--- config.mk ---
export PLATFORM = sky130hd
export DESIGN_NAME = dino_jump_phys
export DESIGN_NICKNAME = d
export VERILOG_FILES = /design/src/rtl/dino_jump_phys.sv
export SDC_FILE = /design/constraint.sdc
export NUM_CORES = 1
export LEC_CHECK = 0
export BUFFER_PORTS_ARGS = -buffer_cell sky130_fd_sc_hd__buf_4
export CORE_UTILIZATION = 65
export CTS_BUF_LIST = sky130_fd_sc_hd__clkbuf_4 sky130_fd_sc_hd__clkbuf_8 sky130_fd_sc_hd__clkbuf_16
export DETAILED_ROUTE_END_ITERATION = 12
export PLACE_DENSITY = 0.89
export REMOVE_ABC_BUFFERS = 1
export SYNTH_ARGS = -nofsm -noshare
export SYNTH_HDL_FRONTEND = slang
export SYNTH_SLANG_ARGS = --single-unit
--- constraint.sdc ---
create_clock -name clk -period 7.85 [get_ports clk]
set_input_delay 1.9625 -clock clk [delete_from_list [all_inputs] [get_ports clk]]
set_output_delay 1.9625 -clock clk [all_outputs]
set_load 0.05 [all_outputs]
--- src/rtl/dino_jump_phys.sv ---
// rtl/dino_jump_phys.sv - dino vertical jump physics, tick divider and obstacle collision detector
module dino_jump_phys #(
    parameter int TICK_DIV = 500000,
    parameter int HW       = 8,
    parameter int XW       = 10,
    parameter int V0       = 8,
    parameter int DINO_X   = 32,
    parameter int DINO_W   = 16,
    parameter int OBST_W   = 12,
    parameter int OBST_H   = 20
) (
    input  logic          clk,
    input  logic          rst_n,
    input  logic          jump,
    input  logic [XW-1:0] obst_x,
    input  logic          obst_valid,
    output logic [HW-1:0] dino_y,
    output logic          airborne,
    output logic          crash,
    output logic          tick
);

    localparam int CW = (TICK_DIV > 2) ? $clog2(TICK_DIV) : 1;

    localparam logic [XW:0] DINO_RIGHT = (XW+1)'(DINO_X + DINO_W);
    localparam logic [XW:0] DINO_LEFT  = (XW+1)'(DINO_X);
    localparam logic [XW:0] OBST_WIDTH = (XW+1)'(OBST_W);
    localparam logic [HW:0] OBST_TOP   = (HW+1)'(OBST_H);

    typedef enum logic [1:0] {
        DEAD = 2'd0,
        IDLE = 2'd1,
        RISE = 2'd2,
        FALL = 2'd3
    } state_t;

    state_t        state, state_nx;
    logic [CW-1:0] cnt;
    logic [HW-1:0] v, v_nx, y_nx;
    logic          jump_q, jump_rise, hit, crash_nx;
    logic [XW:0]   ox;
    logic [HW:0]   rise_sum, fall_step;

    assign tick      = (cnt == CW'(TICK_DIV - 1));
    assign jump_rise = jump & ~jump_q;
    assign airborne  = (state == RISE) || (state == FALL);

    // Widened by one bit so obst_x + OBST_W cannot wrap near the right edge
    assign ox  = {1'b0, obst_x};
    assign hit = obst_valid && (ox < DINO_RIGHT) && ((ox + OBST_WIDTH) > DINO_LEFT)
                 && ({1'b0, dino_y} < OBST_TOP);

    assign rise_sum  = {1'b0, dino_y} + {1'b0, v};
    assign fall_step = {1'b0, v} + (HW+1)'(1);

    always_comb begin
        state_nx = state;
        y_nx     = dino_y;
        v_nx     = v;
        crash_nx = 1'b0;
        case (state)
            DEAD: begin
                if (jump_rise) begin
                    y_nx     = '0;
                    v_nx     = HW'(V0);
                    state_nx = RISE;
                end
            end
            IDLE: begin
                if (hit) begin
                    crash_nx = 1'b1;
                    state_nx = DEAD;
                end else if (jump_rise) begin
                    v_nx     = HW'(V0);
                    state_nx = RISE;
                end
            end
            RISE: begin
                if (hit) begin
                    crash_nx = 1'b1;
                    state_nx = DEAD;
                end else if (tick) begin
                    y_nx = rise_sum[HW] ? '1 : rise_sum[HW-1:0];
                    if (v == HW'(1)) begin
                        v_nx     = '0;
                        state_nx = FALL;
                    end else begin
                        v_nx = v - HW'(1);
                    end
                end
            end
            FALL: begin
                if (hit) begin
                    crash_nx = 1'b1;
                    state_nx = DEAD;
                end else if (tick) begin
                    v_nx = v + HW'(1);
                    if ({1'b0, dino_y} <= fall_step) begin
                        y_nx     = '0;
                        state_nx = IDLE;
                    end else begin
                        y_nx = dino_y - fall_step[HW-1:0];
                    end
                end
            end
            default: state_nx = DEAD;
        endcase
    end

    always_ff @(posedge clk) begin
        // jump_q follows jump even in reset so a level held across reset is not a new event
        jump_q <= jump;
        if (!rst_n) begin
            state  <= DEAD;
            dino_y <= '0;
            v      <= '0;
            crash  <= 1'b0;
            cnt    <= '0;
        end else begin
            state  <= state_nx;
            dino_y <= y_nx;
            v      <= v_nx;
            crash  <= crash_nx;
            cnt    <= tick ? '0 : cnt + CW'(1);
        end
    end

endmodule

==> metrics.txt, run 1 <==
RSZ-0062 raised after global routing=no; DRC violations left=0; slowest stage cell, crit path=or4b_4; wire per inst=17.0 µm; # resized after CTS=0; CTS sink count=39; num ports=25; port bufs=24; Worst Tran Pin Value=743 ps; clock tree buffer depth=2; first-pass GRT wire length=12300 µm; pin count of the biggest net entering global routing=29; Reg area=781 µm²; Avg Vias per Cell=6.62; H-tree levels=2; GRT Total Usage=0.317; DP Worst Slack=4050 ps; Critical Path Start Type=flop; DP Wirelength=5280 µm; Slew HR=0.505; share of cells above drive strength 1=0.139; top-area cell type share of the netlist area=0.265; ys async rst share=0; CTS buffer count=5; initial antenna violation count=0; final critical-path share of the clock period=0.514; Max VDD drop=0.000126 V; Yosys reg bits=39; total of max-cap violations=0; Yosys top cell by area=dfxtp_1; die width=69.4 µm; worst hold path type=flop to flop; die area=4810 µm²; Critical Path, Cell by Cell=or4b_4, nor4_4, nand2_1, inv_1, buf_4; Via Count=2828; endpoint class of the critical path=primary output; status=finished, final reports clean; Required @ worst endpoint=5890 ps; clk_skew=13.6 ps; sequential-to-total area share from yosys stat=0.265; GRT overflow=0; Synth Instances=360; Worst Path Buf+Inv=2; library cells used by synthesis=65; CTS tree=yes; max incr delay on CP=560 ps; Clock Root Buffer=clkbuf_8; Initial Util=0.677; Pleak=0.00125 µW; n_diodes=0; Worst-Skew Late Latency=300 ps; WL final=7270 µm; Slew Viols, Final=0; synth cell count leaders=dfxtp_1, nor2_1, nand2_1; Setup CP Type=flop to primary output; core area=4350 µm²; number of fill cells=340; 1st-iter DRT viols=336; Post-synth EDFFs=0; post-layout net count=410; Fin Setup TNS=0 ps; Post-synth top flop=dfxtp_1; Final Hold Vio Count=0; Max FO, Critical Path=7; Pre-Repair DR Iteration Count=4; most frequent cell after synthesis=dfxtp_1; clk slew on worst S/H paths=80 ps; fmax=0.248 GHz; critical path arrival=2080 ps; Yosys warning count=0; vias in the first global route=2702; CTS Hold Bufs=0; Post-CTS Setup Inserts=0; num rows=24; Die H=69.4 µm; synthesized area per cell=8.19 µm²; ranking of synthesized cells by area=dfxtp_1, ha_1, xor2_1, nor2_1, o21ai_0; post-layout power=470 µW; Syn-to-layout area delta=8.10%; PnR worst setup slack=3810 ps; synthesized cell area=2950 µm²; Final setup viols=0; fin crit period=4040 ps; remaining antenna violation count=0; Top Family by Delay on Critical Path=simple AND/OR/NAND/NOR gates; RePlAce Congestion=0.940; area of the multi-input gates=2000 µm²; power density cells=147 nW/µm²; fin util=0.732
==> cell type report <==
type                       count  share of cell area
timing repair buffer          24              0.0565
clock inverter                 1             0.00235
multi-input combinational    289               0.628
inverter                      15              0.0177
tap                           52              0.0204
clock buffer                   7              0.0302
sequential                    39               0.245
==> power by group <==
part           switching (µW)  internal, µW
sequential               10.7           204
combinational            58.4          42.1
clock                    75.4          80.0
==> per-stage QoR <==
| step | hold slack (ps) | cell area [µm²] | instances |
|---|---|---|---|
| floorplan | 426 | 2840 | 343 |
| global placement | 440 | 3080 | 419 |
| detailed placement | 452 | 3080 | 419 |
| CTS | 470 | 3190 | 427 |
| global route | 485 | 3190 | 427 |
| finish | 465 | 3190 | 427 |
==> registers in the layout, summed over array words and instances, names as in the netlist <==
| signal | flops |
|---|---|
| cnt | 19 |
| dino_y | 8 |
| v | 8 |
| state | 2 |
| crash | 1 |
| jump_q | 1 |
==> cells in the final DEF (no fill, tap or decap), types with 3 or more instances in the layout <==
cell type / n
o31ai_1: 4
nand2_1: 26
nor3_1: 13
o21a_1: 15
or4_1: 4
nor2b_1: 5
xnor2_1: 11
inv_1: 15
nor2_1: 38
o21ai_0: 23
ha_1: 20
o21ai_1: 5
nand3b_1: 3
nor4_1: 3
and3_1: 3
dfxtp_1: 39
a21oi_2: 4
nand3_1: 12
buf_4: 24
and2_1: 3
a31oi_1: 4
xor2_1: 17
nor4b_1: 3
nand4_1: 7
a21oi_1: 15
clkbuf_8: 7
==> cell families after synthesis <==
| group | count (synthesis) | share of synthesized area |
|---|---|---|
| xor+xnor | 28 | 0.0832 |
| compound gates | 103 | 0.252 |
| simple gates | 134 | 0.237 |
| mux | 2 | 0.00764 |
| flops | 39 | 0.265 |
| buf+inv | 32 | 0.0564 |
| fa+ha+maj | 22 | 0.0984 |
==> routing by layer <==
| layer | GRT usage | wire [µm] | vias up |
|---|---|---|---|
| li1 | - | - | 1345 |
| met1 | 0.366 | 2900 | 1340 |
| met2 | 0.559 | 3690 | 116 |
| met3 | 0.0581 | 444 | 27 |
| met4 | 0.154 | 234 | 0 |
| met5 | 0 | 0 | - |
==> path summary, 6_finish.rpt <==
check	start	endpoint	slack, ps	cells after the start
max	cnt[11]$_SDFF_PP0_	tick	3810	5
min	cnt[0]$_SDFF_PP0_	cnt[0]$_SDFF_PP0_	470	1
max reg2reg	v[0]$_SDFFE_PN0P_	dino_y[2]$_SDFFE_PN0P_	4430	10
min reg2reg	cnt[0]$_SDFF_PP0_	cnt[0]$_SDFF_PP0_	470	1
No activity file was read; power rests on OpenSTA's default activity.
==> run 2, diff against run 1 <==
--- a/config.mk
+++ b/config.mk
@@ -5,11 +5,12 @@
 export SDC_FILE = /design/constraint.sdc
 export NUM_CORES = 1
 export LEC_CHECK = 0
+export ABC_AREA = 1
 export BUFFER_PORTS_ARGS = -buffer_cell sky130_fd_sc_hd__buf_4
-export CORE_UTILIZATION = 65
+export CORE_UTILIZATION = 55
 export CTS_BUF_LIST = sky130_fd_sc_hd__clkbuf_4 sky130_fd_sc_hd__clkbuf_8 sky130_fd_sc_hd__clkbuf_16
 export DETAILED_ROUTE_END_ITERATION = 12
-export PLACE_DENSITY = 0.89
+export PLACE_DENSITY = 0.8
 export REMOVE_ABC_BUFFERS = 1
 export SYNTH_ARGS = -nofsm -noshare
 export SYNTH_HDL_FRONTEND = slang
==> constraint.sdc (replaced) <==
create_clock -name clk -period 3.5 [get_ports clk]
set_input_delay 0.875 -clock clk [delete_from_list [all_inputs] [get_ports clk]]
set_output_delay 0.875 -clock clk [all_outputs]
set_load 0.05 [all_outputs]
==> run 2 against run 1 <==
  * Area after synthesis is 9.6% higher
  * Critical path depth grew 10
  * Cell count up 47%
  * Highest routed layer unchanged
  * Routed wire length up 9.0%
  * Cell area is 11% higher
  * Via count increased by 21%
  * Combinational power grew to 14 times the previous value
  * Flip-flop and latch count did not move
  * Non-clock buffer count grew 1
  * Clock-buffer cell count shrank 2
  * Critical endpoint is now state[1]$_SDFFE_PN0P_
==> metrics.txt, run 2 <==
leading cell types in the layout, fill and taps excluded=nand2_1, nor2_1, inv_1 (was dfxtp_1, nor2_1, nand2_1); critical path arrival=2890 ps (was 2080 ps); Max FO, Critical Path=9 (was 7); Synth Instances=532 (was 360); H-tree levels=2 (unchanged); vias in the first global route=2942 (was 2702); clk_skew=8.83 ps (was 13.6 ps); register with the most flip-flops=cnt (unchanged); Worst Tran Pin Value=458 ps (was 743 ps); library cells used by synthesis=38 (was 65); GRT Total Usage=0.267 (was 0.317); most frequent cell after synthesis=nand2_1 (was dfxtp_1); Required @ worst endpoint=3690 ps (was 5890 ps); remaining antenna violation count=0 (unchanged); num ports=25 (unchanged); wire per inst=12.7 µm (was 17.0 µm); Post-synth top flop=dfxtp_1 (unchanged); RSZ-0062 raised after global routing=no (unchanged); worst hold path type=flop to flop (unchanged); endpoint class of the critical path=flop (was primary output); Setup CP Type=flop to flop (was flop to primary output); RePlAce Congestion=0.925 (was 0.940); cells on worst reg2reg path=15 (was 10); fin crit period=2700 ps; WL final=7930 µm (was 7270 µm); CTS tree=yes (unchanged); Die H=78.7 µm (was 69.4 µm); 1st-iter DRT viols=293 (was 336); post-layout net count=590 (was 410); Post-synth EDFFs=0 (unchanged); hold path depth=2 (was 1); sequential-to-total area share from yosys stat=0.242 (was 0.265); Syn-to-layout area delta=9.45% (was 8.10%); fmax=0.371 GHz; ys async rst share=0 (unchanged); Clock Root Buffer=clkbuf_8 (unchanged); Fin Setup TNS=0 ps (unchanged); initial antenna violation count=0 (unchanged); Initial Util=0.580 (was 0.677); GRT overflow=0 (unchanged); first-pass GRT wire length=13200 µm (was 12300 µm); die width=78.7 µm (was 69.4 µm); synthesized area per cell=6.07 µm² (was 8.19 µm²); placed cells=619 (was 419); power density cells=657 nW/µm² (was 147 nW/µm²); Slew HR=0.692 (was 0.505); Avg Vias per Cell=5.48 (was 6.62); Max VDD drop=0.000465 V (was 0.000126 V); DRC violations left=0 (unchanged); Slew Viols, Final=0 (unchanged); synthesized cell area=3230 µm² (was 2950 µm²); CTS Hold Bufs=0 (unchanged); CTS sink count=39 (unchanged); Yosys reg bits=39 (unchanged); most common cell after layout, fill and taps aside=nand2_1 (was dfxtp_1); top-area cell type share of the netlist area=0.242 (was 0.265); # resized after CTS=0 (unchanged); hold_ws=479 ps (was 465 ps); fin util=0.635 (was 0.732); share of cells above drive strength 1=0.106 (was 0.139); port bufs=24 (unchanged); status=finished, final reports clean (unchanged); core area=5570 µm² (was 4350 µm²); Yosys top cell by area=dfxtp_1 (unchanged); clk slew on worst S/H paths=80 ps (about the same); Via Count=3429 (was 2828); Post-CTS Setup Inserts=0 (unchanged); synth cell count leaders=nand2_1, nor2_1, inv_1 (was dfxtp_1, nor2_1, nand2_1); n_diodes=0 (unchanged); biggest regs=cnt: 19 flops, dino_y: 8 flops, v: 8 flops (unchanged); Layout Cells excl Fill=626 (was 427); final critical-path share of the clock period=0.771; Pleak=0.00167 µW (was 0.00125 µW); num rows=27 (was 24); number of flip-flops in the largest register=19 (unchanged); Final setup viols=0 (unchanged); pin count of the biggest net entering global routing=19 (was 29); Worst-Skew Late Latency=290 ps (was 300 ps); DP Wirelength=6180 µm (was 5280 µm); Final Hold Vio Count=0 (unchanged); Pre-Repair DR Iteration Count=5 (was 4); Critical Path Start Type=flop (unchanged); Yosys warning count=0 (unchanged); clock tree buffer depth=2 (unchanged); ranking of synthesized cells by area=dfxtp_1, nand2_1, nor2_1, inv_1, ha_1 (was dfxtp_1, ha_1, xor2_1, nor2_1, o21ai_0); total of max-cap violations=0 (unchanged); die area=6190 µm² (was 4810 µm²); CTS buffer count=5 (unchanged)
-- run 2: cell types whose count changed in the layout (fill, tap and decap cells not counted), sizes merged, moves of 11 or more --
cell | before | now
nand2 | 27 | 159
nor2 | 38 | 80
o21ai | 30 | 19
o21a | 15 | 2
inv | 15 | 79
nand3 | 12 | 43
-- run 2: final cells by class --
| class | count | area (µm²) |
|---|---|---|
| well taps | 72 | 90.1 |
| flip-flops and latches | 39 | 781 |
| repair buffers | 25 | 188 |
| clock inverters | 2 | 13.8 |
| inverters | 79 | 297 |
| fillers | 543 | 2040 |
| multi-input cells | 404 | 2100 |
| clock buffers | 5 | 68.8 |
-- run 2: stage by stage --
stage / setup slack [ps] / total power, µW / cell area, µm²
floorplan: 242 / 1680 / 3180
global placement: 982 / 1980 / 3450
detailed placement: 847 / 2000 / 3450
CTS: 801 / 2310 / 3540
global route: 473 / 2540 / 3540
finish: 801 / 2320 / 3540
-- run 2: routing by layer --
layer  up-vias  track usage  routed length [µm]
met5         -            0                   0
met4         0       0.0722                  68
met3         7       0.0279                 612
met2       136        0.420                3440
met1      1550        0.384                3800
li1       1736            -                   -
-- run 2: kinds of logic after synthesis --
family          count (synthesis)  synth area share
simple gates                  324             0.451
buf+inv                        89             0.109
xor+xnor                       11            0.0298
flops                          39             0.242
fa+ha+maj                      22            0.0898
compound gates                 47            0.0786
-- run 2: worst paths after layout --
kind | startpoint | endpoint | slack [ps]
setup / recovery | v[1]$_SDFFE_PN0P_ | state[1]$_SDFFE_PN0P_ | 800
hold / removal | cnt[17]$_SDFF_PP0_ | cnt[17]$_SDFF_PP0_ | 480
setup reg to reg | v[1]$_SDFFE_PN0P_ | state[1]$_SDFFE_PN0P_ | 800
hold reg to reg | cnt[17]$_SDFF_PP0_ | cnt[17]$_SDFF_PP0_ | 480
-- run 2: critical path, stage by stage (launching register included) --
cell and delay, ps:
dfxtp_1 420, ha_1 220, nand3_1 180, o21ai_0 280
nand2_1 90, ha_1 340, nand2_1 100, inv_1 40
a21oi_1 170, nand2_1 70, nand2_1 70, nand2_1 50
nand2_1 240, nand2_1 130, a21oi_1 140, nor2_1 50
-- run 2: report_power, final --
group / leakage (µW) / total (µW) / switching, µW / internal (µW)
clock: 0.0000440 / 293 / 157 / 136
combinational: 0.00131 / 1400 / 896 / 502
sequential: 0.000319 / 634 / 124 / 510
